==> config.mk <==
export PLATFORM = sky130hd
export DESIGN_NAME = huffman_table_builder
export DESIGN_NICKNAME = d
export VERILOG_FILES = /design/src/rtl/inflate_pkg.sv /design/src/rtl/huffman_table_builder.sv
export SDC_FILE = /design/constraint.sdc
export NUM_CORES = 1
export LEC_CHECK = 0
export BUFFER_PORTS_ARGS = -buffer_cell sky130_fd_sc_hd__buf_2
export CAP_MARGIN = 10
export CORE_ASPECT_RATIO = 0.9
export CORE_MARGIN = 4
export CORE_UTILIZATION = 42
export CTS_CLUSTER_SIZE = 16
export DETAILED_ROUTE_END_ITERATION = 8
export SYNTH_ARGS = -nofsm -noshare
export SYNTH_HDL_FRONTEND = slang
export SYNTH_SLANG_ARGS = --single-unit
export TNS_END_PERCENT = 5
==> constraint.sdc <==
create_clock -name clk -period 10.1 [get_ports clk]
set_clock_uncertainty 0.1 [all_clocks]
set_input_delay 0.505 -clock clk [delete_from_list [all_inputs] [get_ports clk]]
set_output_delay 0.505 -clock clk [all_outputs]
set_load 0.05 [all_outputs]
==> src/rtl/inflate_pkg.sv <==
// rtl/inflate_pkg.sv - shared inflate constants, state encoding and helpers
// Purpose: table geometry (max code length, field widths) and the build/decode
//   state enum shared by huffman_table_builder, huffman_decoder and the stream
//   controller. No ports.
package inflate_pkg;

  function automatic int ceilLog2(input int v);
    int r;
    r = 0;
    for (int i = 0; i < 31; i++) begin
      if ((1 << i) < v) r = i + 1;
    end
    return r;
  endfunction

  localparam int HUFF_CODE_LEN = 8;
  localparam int LEN_W         = ceilLog2(HUFF_CODE_LEN + 1);
  localparam int SYM_W         = 5;

  typedef enum logic [2:0] {
    IDLE  = 3'd0,
    LOAD  = 3'd1,
    CODES = 3'd2,
    CLEAR = 3'd3,
    FILL  = 3'd4,
    DONE  = 3'd5
  } state_e;

endpackage

==> src/rtl/huffman_table_builder.sv <==
// rtl/huffman_table_builder.sv - canonical Huffman lookup table builder
// Purpose: takes one code length per symbol, derives canonical codes and writes
//   the full 2**HUFF_CODE_LEN entry decode table {symbol, length}.
// Ports:
//   clk, rst_n                 clock, async active-low reset
//   start, num_syms            begin a build with num_syms symbols (IDLE only)
//   len_vld, len_in, len_rdy   code-length input handshake (LOAD only)
//   tbl_we, tbl_addr,          registered table write port; CLEAR writes
//   tbl_sym, tbl_len           len 0 everywhere, FILL writes real entries
//   busy, done, err            status: not idle / end pulse / build failed
module huffman_table_builder
  import inflate_pkg::*;
(
  input  logic                     clk,
  input  logic                     rst_n,
  input  logic                     start,
  input  logic [SYM_W:0]           num_syms,
  input  logic                     len_vld,
  input  logic [LEN_W-1:0]         len_in,
  output logic                     len_rdy,
  output logic                     tbl_we,
  output logic [HUFF_CODE_LEN-1:0] tbl_addr,
  output logic [SYM_W-1:0]         tbl_sym,
  output logic [LEN_W-1:0]         tbl_len,
  output logic                     busy,
  output logic                     done,
  output logic                     err
);

  localparam int N    = HUFF_CODE_LEN;
  localparam int NSYM = 2 ** SYM_W;

  state_e               state_q, state_d;
  logic                 err_q, err_d;
  logic [SYM_W:0]       num_q, num_d, idx_q, idx_d;
  logic [SYM_W-1:0]     s_q, s_d;
  logic [LEN_W-1:0]     b_q, b_d;
  logic [N-1:0]         cnt_q, cnt_d;     // CLEAR address, then FILL replica index j
  logic [N:0]           code_q, code_d;
  logic signed [N+1:0]  left_q, left_d;
  logic                 we_q, we_d;
  logic [N-1:0]         addr_q, addr_d;
  logic [SYM_W-1:0]     sym_q, sym_d;
  logic [LEN_W-1:0]     wlen_q, wlen_d;

  logic [LEN_W-1:0]     len_mem_q [NSYM];
  logic [N:0]           bl_count_q [N+1];
  logic [N:0]           next_code_q [N+1];

  logic                 load_fire, bl_clr, code_step, fill_bump;
  logic [N:0]           bl_prev, code_new, span;
  logic signed [N+1:0]  left_new;
  logic [LEN_W-1:0]     cur_len, shamt;
  logic [N-1:0]         fill_addr;
  logic                 last_j;

  // CODES-step arithmetic; bl_count[0] is treated as zero
  assign bl_prev  = (b_q == LEN_W'(1)) ? '0 : bl_count_q[b_q - LEN_W'(1)];
  assign code_new = (code_q + bl_prev) << 1;
  assign left_new = (left_q <<< 1) - $signed({1'b0, bl_count_q[b_q]});

  // FILL: a code of length L covers 2**(N-L) consecutive table entries
  assign cur_len   = len_mem_q[s_q];
  assign shamt     = LEN_W'(N) - cur_len;
  assign span      = (N+1)'(1) << shamt;
  assign fill_addr = N'(next_code_q[cur_len] << shamt) | cnt_q;
  assign last_j    = ({1'b0, cnt_q} == (span - (N+1)'(1)));

  always_ff @(posedge clk or negedge rst_n) begin
    if (!rst_n) state_q <= IDLE;
    else        state_q <= state_d;
  end

  always_comb begin
    state_d   = state_q;
    err_d     = err_q;
    num_d     = num_q;
    idx_d     = idx_q;
    s_d       = s_q;
    b_d       = b_q;
    cnt_d     = cnt_q;
    code_d    = code_q;
    left_d    = left_q;
    we_d      = 1'b0;
    addr_d    = '0;
    sym_d     = '0;
    wlen_d    = '0;
    len_rdy   = 1'b0;
    load_fire = 1'b0;
    bl_clr    = 1'b0;
    code_step = 1'b0;
    fill_bump = 1'b0;
    unique case (state_q)
      IDLE: begin
        if (start) begin
          num_d  = num_syms;
          idx_d  = '0;
          s_d    = '0;
          b_d    = LEN_W'(1);
          cnt_d  = '0;
          code_d = '0;
          left_d = (N+2)'(1);
          err_d  = 1'b0;
          bl_clr = 1'b1;
          if (num_syms == '0 || num_syms > (SYM_W+1)'(NSYM)) begin
            err_d   = 1'b1;
            state_d = DONE;
          end else begin
            state_d = LOAD;
          end
        end
      end
      LOAD: begin
        len_rdy = 1'b1;
        if (len_vld) begin
          load_fire = 1'b1;
          idx_d     = idx_q + (SYM_W+1)'(1);
          if (len_in > LEN_W'(N)) err_d = 1'b1;
          if ((idx_q + (SYM_W+1)'(1)) == num_q) state_d = CODES;
        end
      end
      CODES: begin
        code_step = 1'b1;
        code_d    = code_new;
        b_d       = b_q + LEN_W'(1);
        // once oversubscribed, freeze left so it cannot wrap
        if (left_q >= 0) begin
          left_d = left_new;
          if (left_new < 0) err_d = 1'b1;
        end
        if (b_q == LEN_W'(N)) state_d = err_d ? DONE : CLEAR;
      end
      CLEAR: begin
        we_d   = 1'b1;
        addr_d = cnt_q;
        cnt_d  = cnt_q + N'(1);
        if (cnt_q == '1) state_d = FILL;
      end
      FILL: begin
        if (cur_len == '0) begin
          s_d = s_q + SYM_W'(1);
          if (({1'b0, s_q} + (SYM_W+1)'(1)) == num_q) state_d = DONE;
        end else begin
          we_d   = 1'b1;
          addr_d = fill_addr;
          sym_d  = s_q;
          wlen_d = cur_len;
          cnt_d  = cnt_q + N'(1);
          if (last_j) begin
            cnt_d     = '0;
            fill_bump = 1'b1;
            s_d       = s_q + SYM_W'(1);
            if (({1'b0, s_q} + (SYM_W+1)'(1)) == num_q) state_d = DONE;
          end
        end
      end
      DONE: state_d = IDLE;
      default: state_d = IDLE;
    endcase
  end

  always_ff @(posedge clk or negedge rst_n) begin
    if (!rst_n) begin
      err_q  <= 1'b0;
      num_q  <= '0;
      idx_q  <= '0;
      s_q    <= '0;
      b_q    <= '0;
      cnt_q  <= '0;
      code_q <= '0;
      left_q <= '0;
      we_q   <= 1'b0;
      addr_q <= '0;
      sym_q  <= '0;
      wlen_q <= '0;
      for (int i = 0; i <= N; i++) begin
        bl_count_q[i]  <= '0;
        next_code_q[i] <= '0;
      end
    end else begin
      err_q  <= err_d;
      num_q  <= num_d;
      idx_q  <= idx_d;
      s_q    <= s_d;
      b_q    <= b_d;
      cnt_q  <= cnt_d;
      code_q <= code_d;
      left_q <= left_d;
      we_q   <= we_d;
      addr_q <= addr_d;
      sym_q  <= sym_d;
      wlen_q <= wlen_d;
      if (bl_clr) begin
        for (int i = 0; i <= N; i++) bl_count_q[i] <= '0;
      end else if (load_fire && len_in != '0 && len_in <= LEN_W'(N)) begin
        bl_count_q[len_in] <= bl_count_q[len_in] + (N+1)'(1);
      end
      if (code_step)
        next_code_q[b_q] <= code_new;
      else if (fill_bump)
        next_code_q[cur_len] <= next_code_q[cur_len] + (N+1)'(1);
    end
  end

  // symbol lengths need no reset: every build overwrites the entries it reads
  always_ff @(posedge clk) begin
    if (load_fire) len_mem_q[idx_q[SYM_W-1:0]] <= len_in;
  end

  assign tbl_we   = we_q;
  assign tbl_addr = addr_q;
  assign tbl_sym  = sym_q;
  assign tbl_len  = wlen_q;
  assign busy     = (state_q != IDLE);
  assign done     = (state_q == DONE);
  assign err      = err_q;

endmodule

==> results of run 1 <==
[layout make-up]
type,count,area (µm²)
Fill cell,4067,23370
Sequential cell,348,9351
Multi-Input combinational cell,1205,9025
Clock buffer,55,1096
Tap cell,600,750.7
Timing Repair Buffer,61,382.9
Clock inverter,15,187.7
Inverter,36,135.1
[kinds of logic (layout without fill, tap and decap cells)]
family                     Yosys count  in the layout  synth area share
DFF                                348            348            0.4945
and+or+nand+nor                    530            530            0.1349
xor gates and xnor gates            56             56           0.02707
AOI/OAI and AO/OA                  374            374            0.1293
muxes                              210            210            0.1611
buffers and inverters              136            167           0.02925
adders and majority gates           35             35           0.02396
[how the worst min path moves through the flow]
stage,endpoint,cells after the start,startpoint
after detailed placement,next_code_q[3],1,next_code_q[3]
after floorplan,b_q[0],0,rst_n
after global routing,num_q[4],3,num_syms[4]
final,num_q[0],3,num_syms[0]
after CTS,num_q[0],3,num_syms[0]
after global placement,next_code_q[75],2,next_code_q[75]
[routing by layer]
layer  up-vias  wire (µm)  global-route usage
met2       472      23280              0.3252
met3       101       3450             0.03868
li1       6351          -                   -
met1      6953      23950              0.3180
met4         0       1623             0.07131
met5         -          0                   0
[metrics by stage]
step / area (µm²) / setup slack (ns) / instances / utilization
2_1_floorplan: 18910 / 3.966 / 1689 / -
3_3_place_gp: 19640 / 3.221 / 2249 / 0.4432
3_5_place_dp: 19640 / 2.991 / 2249 / 0.4432
4_1_cts: 20930 / 2.944 / 2320 / 0.4724
5_1_grt: 20930 / 2.366 / 2320 / 0.4724
6_report: 20930 / 2.918 / 2320 / 0.4724
[state kept, by name (all words and copies together), names as in the netlist]
| signal | count |
|---|---|
| tbl_sym | 5 |
| err | 1 |
| next_code_q | 72 |
| b_q | 4 |
| num_q | 6 |
| len_mem_q | 128 |
| tbl_addr | 8 |
| cnt_q | 8 |
| state_q | 3 |
| s_q | 5 |
| left_q | 10 |
| tbl_len | 4 |
| tbl_we | 1 |
| code_q | 6 |
| idx_q | 6 |
| bl_count_q | 81 |
[worst min-delay path: stages]
cell	delay [ns]
buf_2	0.09
nand2_1	0.04
nand2_1	0.05
[cells in the final DEF (no fill, tap or decap), types with 12 or more instances in the layout]
cell,instances
a211oi_1,16
a21o_1,14
a21oi_1,41
a22o_1,30
a22oi_1,14
a31oi_1,17
and2_1,22
and3_1,12
buf_2,34
buf_4,25
clkbuf_16,39
dfrtp_1,218
edfxtp_1,128
ha_1,33
inv_1,33
mux2_1,18
mux2_2,19
mux2i_1,100
mux4_2,71
nand2_1,135
nand2b_1,12
nand3_1,112
nor2_1,141
nor3_1,30
o21ai_0,129
o21ai_1,13
o22ai_1,27
xnor2_1,29
xor2_1,25
[cells in the mapped netlist, types with 11 or more instances]
master,count,share of area
o21ai_0,129,0.034
and2_1,22,0.0073
and3_1,13,0.0043
nor2_1,141,0.028
o22ai_1,27,0.0089
nor3_1,30,0.0079
mux2_1,18,0.011
mux2_2,19,0.011
nand2b_1,12,0.0040
ha_1,33,0.022
dfrtp_1,220,0.29
xor2_1,25,0.012
a21o_1,14,0.0056
xnor2_1,29,0.013
clkbuf_1,74,0.015
a21oi_1,41,0.011
o21ai_1,13,0.0034
buf_1,11,0.0022
edfxtp_1,128,0.20
inv_1,33,0.0066
nand2_1,135,0.027
a31oi_1,17,0.0056
mux4_2,71,0.085
a22o_1,30,0.014
nand3_1,113,0.030
a211oi_1,16,0.0064
mux2i_1,100,0.053
a22oi_1,14,0.0056
[what timing repair did]
| item | 4_1_cts | 5_1_grt |
|---|---|---|
| buffers inserted | 0 | 0 |
| hold buffers | 1 | 0 |
| hold endpoints to repair | 67 | 0 |
[power by group]
| group | switching, W | internal, W | leakage (nW) |
|---|---|---|---|
| Sequential | 0.000124 | 0.00159 | 4.17 |
| Combinational | 0.00120 | 0.000635 | 3.46 |
| Clock | 0.000591 | 0.000838 | 0.631 |
| Total | 0.00192 | 0.00307 | 8.26 |
==> impl_metrics.ini, run 1 <==
[floorplanning]
initial_core_util = 0.4268
fp.dieW_um = 231.6
dieArea_mm2 = 0.04848
rows = 73
die_h_um = 209.3
coreArea_mm2 = 0.04430
ios = 36

[synthesis]
synth_nets = 1738
async_flop_share = 0.6322
ys_seq_elements = 348
yosysWarnings = 0
yosysUniqueCellTypes = 86
synth_area_per_cell_um2 = 11.19
synthFlopType = dfrtp_1
syn-instance-count = 1689
synth_area_mm2 = 0.01891
ys_seq_area_frac = 0.4945
synth_edf_count = 128

[worst_setup_path]
critical-path-top-delay-family = simple AND/OR/NAND/NOR gates
cp-endpoint = next_code_q[51]
startpoint = s_q[1]
r2r_end = next_code_q[51]
cp.depth = 20
crit_slowest_cell = dfrtp_2
startpoint_type = flip-flop
reg2reg_from = s_q[1]
critPathMaxFanout = 37
reg2reg_depth = 20
cp-end-kind = flip-flop
worstPathCellList = mux4_2 -> mux4_2 -> or2_1 -> and3_2 -> buf_4 -> inv_1 -> ha_1 -> nor2_1 -> a21oi_1 -> nand2_1 -> ha_1 -> xor2_1 -> nor4_1 -> a31oi_1 -> o32ai_1 -> and4_1 -> nand4_4 -> nor3_4 -> a21oi_1 -> a22o_1
critPathKind = flip-flop to flip-flop
worstPathRequired_ns = 10.45
cp_num_buf_inv = 2
r2r_slack_ns = 2.92
arrival_ns = 7.53
max_stage_delay_ns = 0.90

[clock_tree]
cts_max_level = 2
cts_buffers = 39
post_cts_resized = 0
path_clk_slew_ns = 0.06
worst_skew_pair.late_latency_ns = 0.58
clkSinkCount = 348
cts_tree = built
clk_path_buf_depth = 3
cts-root-buf = clkbuf_16

[global_route]
grt_max_degree = 89
grt_use_total = 0.2159
grt_antenna_before_repair = 0
overflow = 0
grt_pass1_wl_mm = 82.03
grt_pass1_vias = 13820

[cells_and_area]
nets = 1740
drive_above_1_share = 0.1413
diodes = 0
syn_to_final_growth_pct = 10.69

[timing]
finalCritPeriodShare = 0.7111
hold_slack_ns = 0.03464
finalMaxSlewViolations = 0
setup_viol = 0
rsz0062_at_grt = no
setup_tns_ns = 0
tightest_slew_ns = 1.335
slew-limit-headroom = 0.1039
fin_crit_ns = 7.182
max_freq_ghz = 0.1392
finalHoldViolCount = 0

[power_and_ir_drop]
peakVddDrop_mv = 0.1279
p_per_area_mw_per_mm2 = 238.3
leakage_nw = 8.263
total_power_w = 0.004986

[flow_run]
cap_violations = 0

[placed_design]
dp_hpwl_mm = 34.78
place_congestion = 0.9158
portBuffers = 35

[worst_hold_path]
worst_hold_path_type = input port to flip-flop

[route]
route.detailed.drc = 0
ant_nets = 0
drtIter0Drc = 1472
dr_total_vias = 13880
vias_per_cell = 5.981
routedWlPerCell_um = 22.54
drt-total-wl_mm = 52.30
drt-pass1-iter-count = 8

[status]
status = finished, final reports clean
(Power assumes the default switching activity.)
==> run 2, diff against run 1 <==
==> constraint.sdc (replaced) <==
create_clock -name clk -period 6.37 [get_ports clk]
set_clock_uncertainty 0.1 [all_clocks]
set_input_delay 0.3185 -clock clk [delete_from_list [all_inputs] [get_ports clk]]
set_output_delay 0.3185 -clock clk [all_outputs]
set_load 0.05 [all_outputs]
==> run 2 against run 1 <==
Net effect:
- largest cell class unchanged
- highest routed layer is now met5
- cell area grew 1.3%
- largest power group unchanged
- power grew 62%
- non-clock buffer count grew 31
==> impl_metrics.ini, run 2 (synthesis gave the netlist of run 1 again) <==
[route]
ant_nets = 0
route.detailed.drc = 0
vias_per_cell = 5.991
drtIter0Drc = 1381
drt-pass1-iter-count = 5
routedWlPerCell_um = 23.11
drt-total-wl_mm = 54.28
dr_total_vias = 14070

[power_and_ir_drop]
p_per_area_mw_per_mm2 = 380.9
clock_power_share = 0.288
swShare = 0.3860
pwr-share-seq = 0.342
total_power_w = 0.008076
p_sw_w = 0.003118
leakage_nw = 8.410
p_int_w = 0.004959
peakVddDrop_mv = 0.2367
power_frac_comb = 0.370

[cells_and_area]
drive_above_1_share = 0.1527
final_cell_mix = 218 x dfrtp_1, 141 x nor2_1, 135 x nand2_1
largest_reg_flops = 128
diodes = 0
final_common_cell = dfrtp_1
nets = 1771
syn_to_final_growth_pct = 12.15

[worst_setup_path]
critPathKind = flip-flop to flip-flop
max_stage_delay_ns = 0.66
startpoint_type = flip-flop
crit_slowest_cell = dfrtp_2
arrival_ns = 6.24
cp-end-kind = flip-flop
worstPathCellList = buf_4 -> mux4_2 -> mux2_2 -> mux4_2 -> a31oi_4 -> mux2i_2 -> a21oi_1 -> nand2_1 -> ha_1 -> xor2_1 -> nor4_1 -> a31oi_1 -> o32ai_1 -> and4_1 -> nand4_4 -> or3_4 -> or4_1 -> o211a_1
cp_num_buf_inv = 1
r2r_slack_ns = 0.46
critPathMaxFanout = 21
worstPathRequired_ns = 6.70
critical-path-top-delay-family = simple AND/OR/NAND/NOR gates
path_common_cell = mux4_2

[clock_tree]
hold_buffers = 7
worst_skew_pair.late_latency_ns = 0.58
post_cts_resized = 0
clk_path_buf_depth = 3
postCtsSetupBuffers = 0
cts_max_level = 2
path_clk_slew_ns = 0.06
cts_buffers = 39
cts_tree = built
cts-root-buf = clkbuf_16
clkSinkCount = 348

[floorplanning]
initial_core_util = 0.4268
ios = 36
die_h_um = 209.3
rows = 73
fp.dieW_um = 231.6
coreArea_mm2 = 0.04430
dieArea_mm2 = 0.04848

[timing]
tightest_slew_ns = 1.107
setup_tns_ns = 0
hold_slack_ns = 0.1673
finalHoldViolCount = 0
max_freq_ghz = 0.1693
finalMaxSlewViolations = 0
finalCritPeriodShare = 0.9274
rsz0062_at_grt = no
setup_viol = 0
layout_setup_ws_ns = 0.4624
fin_crit_ns = 5.908
slew-limit-headroom = 0.2619

[placed_design]
portBuffers = 35
place_congestion = 0.8844
dp_hpwl_mm = 37.05
place_ws_ns = 0.5115

[global_route]
grt_pass1_vias = 14090
overflow = 0
grt_max_degree = 152
grt_use_total = 0.2239
grt_antenna_before_repair = 2
grt_pass1_wl_mm = 84.93

[flow_run]
cap_violations = 0

[status]
status = finished, final reports clean

[worst_hold_path]
worst_hold_path_type = input port to flip-flop
run 2: cell types whose count changed in the layout (fill, tap and decap cells not counted):
cell	delta
dlygate4sd3_1	+6
clkinv_2	-2
clkinv_16	-1
clkbuf_1	-4
clkinv_8	+1
bufinv_16	+3
clkinv_1	+3
buf_4	+24
buf_12	+1
clkinvlp_4	+4
clkbuf_8	-5
inv_6	-1
run 2: cell type report:
class / instances / area [µm²]
timing repair buffer: 92 / 643.1
fill: 4003 / 23090
tap: 600 / 750.7
clock inverter: 22 / 286.5
clock buffer: 46 / 1012
inverter: 36 / 135.1
multi-input combinational: 1205 / 9025
sequential: 348 / 9351
run 2: stage by stage:
step | util | cell area, µm² | instances
final | 0.4787 | 21200 | 2349
after global routing | 0.4787 | 21200 | 2349
after CTS | 0.4787 | 21200 | 2349
after detailed placement | 0.4478 | 19840 | 2274
after global placement | 0.4478 | 19840 | 2274
after floorplan | - | 18910 | 1689
run 2: layer usage:
metal / global-route usage / wire length, µm
met2: 0.3333 / 24020
met1: 0.3285 / 24610
met3: 0.04587 / 3952
met5: 0 / 30
met4: 0.07646 / 1670
run 2: worst paths after layout:
check,startpoint,to,depth (start not counted)
min reg2reg,next_code_q[72],next_code_q[72],1
max reg2reg,s_q[1],next_code_q[5],18
max,s_q[1],next_code_q[5],18
min,len_vld,idx_q[3],4
min in group asynchronous,rst_n,cnt_q[5],2
max in group asynchronous,rst_n,b_q[0],3
run 2: power groups by stage:
stage          Sequential [W]  Combinational (W)  Clock [W]
6_report              0.00276            0.00299    0.00233
5_1_grt               0.00279            0.00320    0.00248
4_1_cts               0.00275            0.00294    0.00237
3_5_place_dp          0.00280            0.00293          0
3_3_place_gp          0.00279            0.00290          0
2_1_floorplan         0.00272            0.00209          0
run 2: worst register-to-register path: stages, from the launching register on:
cell,delay (ns)
dfrtp_2,0.66
buf_4,0.33
mux4_2,0.54
mux2_2,0.31
mux4_2,0.57
a31oi_4,0.24
mux2i_2,0.17
a21oi_1,0.23
nand2_1,0.08
ha_1,0.24
xor2_1,0.19
nor4_1,0.20
a31oi_1,0.07
o32ai_1,0.13
and4_1,0.27
nand4_4,0.21
or3_4,0.56
or4_1,0.56
o211a_1,0.12
==> run 3, diff against run 2 <==
--- a/config.mk
+++ b/config.mk
@@ -5,11 +5,12 @@
 export SDC_FILE = /design/constraint.sdc
 export NUM_CORES = 1
 export LEC_CHECK = 0
-export BUFFER_PORTS_ARGS = -buffer_cell sky130_fd_sc_hd__buf_2
+export BUFFER_PORTS_ARGS = -buffer_cell sky130_fd_sc_hd__buf_4
 export CAP_MARGIN = 10
 export CORE_ASPECT_RATIO = 0.9
 export CORE_MARGIN = 4
 export CORE_UTILIZATION = 42
+export CTS_BUF_LIST = sky130_fd_sc_hd__clkbuf_4 sky130_fd_sc_hd__clkbuf_8
 export CTS_CLUSTER_SIZE = 16
 export DETAILED_ROUTE_END_ITERATION = 8
 export SYNTH_ARGS = -nofsm -noshare
==> run 3 against run 2 <==
Net effect:
- sequential power barely moved
- combinational power rose by 1%
- register-to-register slack improved by 0.07 ns
- critical path depth rose by 1
- critical path type unchanged
- utilization rose by 0.18 points
- via count rose by 0.34%
- clock-buffer cell count rose by 41
==> impl_metrics.ini, run 3 (synthesis gave the netlist of run 1 again) <==
[worst_setup_path]
critPathKind = flip-flop to flip-flop
reg2reg_depth = 19
cp-end-kind = flip-flop
startpoint_type = flip-flop
r2r_end = next_code_q[5]
worstPathRequired_ns = 6.81
cp.depth = 19
cp_num_buf_inv = 1
r2r_slack_ns = 0.53
startpoint = s_q[3]
critical-path-top-delay-family = simple AND/OR/NAND/NOR gates
critPathMaxFanout = 22
arrival_ns = 6.27
max_stage_delay_ns = 0.93
reg2reg_from = s_q[3]
worstPathCellList = mux4_2 -> mux4_2 -> or2_1 -> and3_2 -> inv_1 -> ha_1 -> nor2_1 -> a21oi_1 -> nand2_1 -> ha_1 -> xor2_1 -> nor4_1 -> a31oi_1 -> o32ai_1 -> and4_1 -> nand4_4 -> or3_4 -> or4_1 -> o211a_1
cp-endpoint = next_code_q[5]
crit_slowest_cell = dfrtp_1

[route]
dr_total_vias = 14120
drt-pass1-iter-count = 6
drtIter0Drc = 1256
drt-total-wl_mm = 53.13
route.detailed.drc = 0
routedWlPerCell_um = 22.20
vias_per_cell = 5.901
ant_nets = 0

[clock_tree]
clk_path_buf_depth = 3
cts_buffers = 57
postCtsSetupBuffers = 0
path_clk_slew_ns = 0.06
hold_buffers = 11
cts_max_level = 2
post_cts_resized = 0
cts-root-buf = clkbuf_8
cts_tree = built
clkSinkCount = 348
worst_skew_pair.late_latency_ns = 0.69

[cells_and_area]
instances_no_fill = 2393
final_common_cell = dfrtp_1
largest_reg_flops = 128
drive_above_1_share = 0.1746
diodes = 0
design_area_mm2 = 0.02128
final_cell_mix = 218 x dfrtp_1, 141 x nor2_1, 135 x nand2_1
nets = 1799
syn_to_final_growth_pct = 12.57

[power_and_ir_drop]
p_per_area_mw_per_mm2 = 367.8
clock_power_share = 0.263
p_sw_w = 0.003060
swShare = 0.3910
pwr-share-seq = 0.350
power_frac_comb = 0.387
p_int_w = 0.004767
peakVddDrop_mv = 0.1539
leakage_nw = 8.490

[timing]
setup_tns_ns = 0
tightest_slew_ns = 1.115
finalMaxSlewViolations = 0
rsz0062_at_grt = no
max_freq_ghz = 0.1713
slew-limit-headroom = 0.2568
setup_viol = 0
fin_crit_ns = 5.838
finalHoldViolCount = 0
finalCritPeriodShare = 0.9164

[global_route]
grt_pass1_wl_mm = 82.47
grt_use_total = 0.2175
overflow = 0
grt_pass1_vias = 13830
grt_antenna_before_repair = 0
grt_max_degree = 120

[placed_design]
dp_hpwl_mm = 36.83
dp.cells = 2280
post_dp_cell_area_mm2 = 0.01997
portBuffers = 35
place_congestion = 0.9083

[worst_hold_path]
worst_hold_path_type = input port to flip-flop
hold_start = len_in[2]

[floorplanning]
dieArea_mm2 = 0.04848
initial_core_util = 0.4268
fp.dieW_um = 231.6
die_h_um = 209.3
rows = 73
coreArea_mm2 = 0.04430
ios = 36

[flow_run]
cap_violations = 0

[status]
status = finished, final reports clean
[run 3: changes by cell type in the layout (fill, tap and decap cells not counted)]
cell	previous run	this run
clkbuf_4	0	21
inv_12	0	1
clkinv_2	5	6
clkinvlp_4	4	0
clkbuf_8	1	66
clkbuf_16	39	0
clkinv_8	2	1
clkbuf_1	6	0
buf_2	34	0
dlygate4sd3_1	7	11
buf_4	49	89
bufinv_16	6	2
[run 3: cell type report]
class	instances	area, µm²
tap	600	750.7
inverter	36	135.1
multi-input combinational	1205	9025
clock buffer	87	1066
sequential	348	9351
timing repair buffer	102	813.3
fill	3998	23020
clock inverter	15	141.4
[run 3: metrics by stage]
step | worst slack (ns) | hold WS (ns) | util | power, W
global route | 0.1811 | 0.06774 | 0.4804 | 0.008227
CTS | 0.6013 | 0.03540 | 0.4804 | 0.007838
global placement | 0.6889 | 0.3401 | 0.4507 | 0.005720
finish | 0.5324 | 0.1010 | 0.4804 | 0.007828
floorplan | 0.2364 | -0.07709 | - | 0.004801
detailed placement | 0.6424 | 0.3401 | 0.4507 | 0.005745
[run 3: metal layers]
layer | share of wire | track usage | up-vias
met5 | 0 | 0 | -
met4 | 0.025 | 0.05812 | 0
met3 | 0.077 | 0.04642 | 102
met2 | 0.45 | 0.3361 | 543
met1 | 0.45 | 0.3141 | 7022
li1 | - | - | 6455
[run 3: power groups by stage]
stage / Combinational (W) / Sequential (W) / Clock (W)
after floorplan: 0.00209 / 0.00272 / 0
after global placement: 0.00295 / 0.00277 / 0
after detailed placement: 0.00297 / 0.00278 / 0
after CTS: 0.00298 / 0.00274 / 0.00212
after global routing: 0.00324 / 0.00277 / 0.00221
final: 0.00303 / 0.00274 / 0.00206
[run 3: how the worst min path moves through the flow]
stage | end | slack (ns) | cells after the start
2_1_floorplan | b_q[0] | -0.08 | 0
3_3_place_gp | tbl_addr[7] | 0.34 | 1
3_5_place_dp | tbl_addr[5] | 0.34 | 1
4_1_cts | len_mem_q[6][2] | 0.04 | 1
5_1_grt | len_mem_q[6][2] | 0.07 | 1
6_report | len_mem_q[26][2] | 0.10 | 1
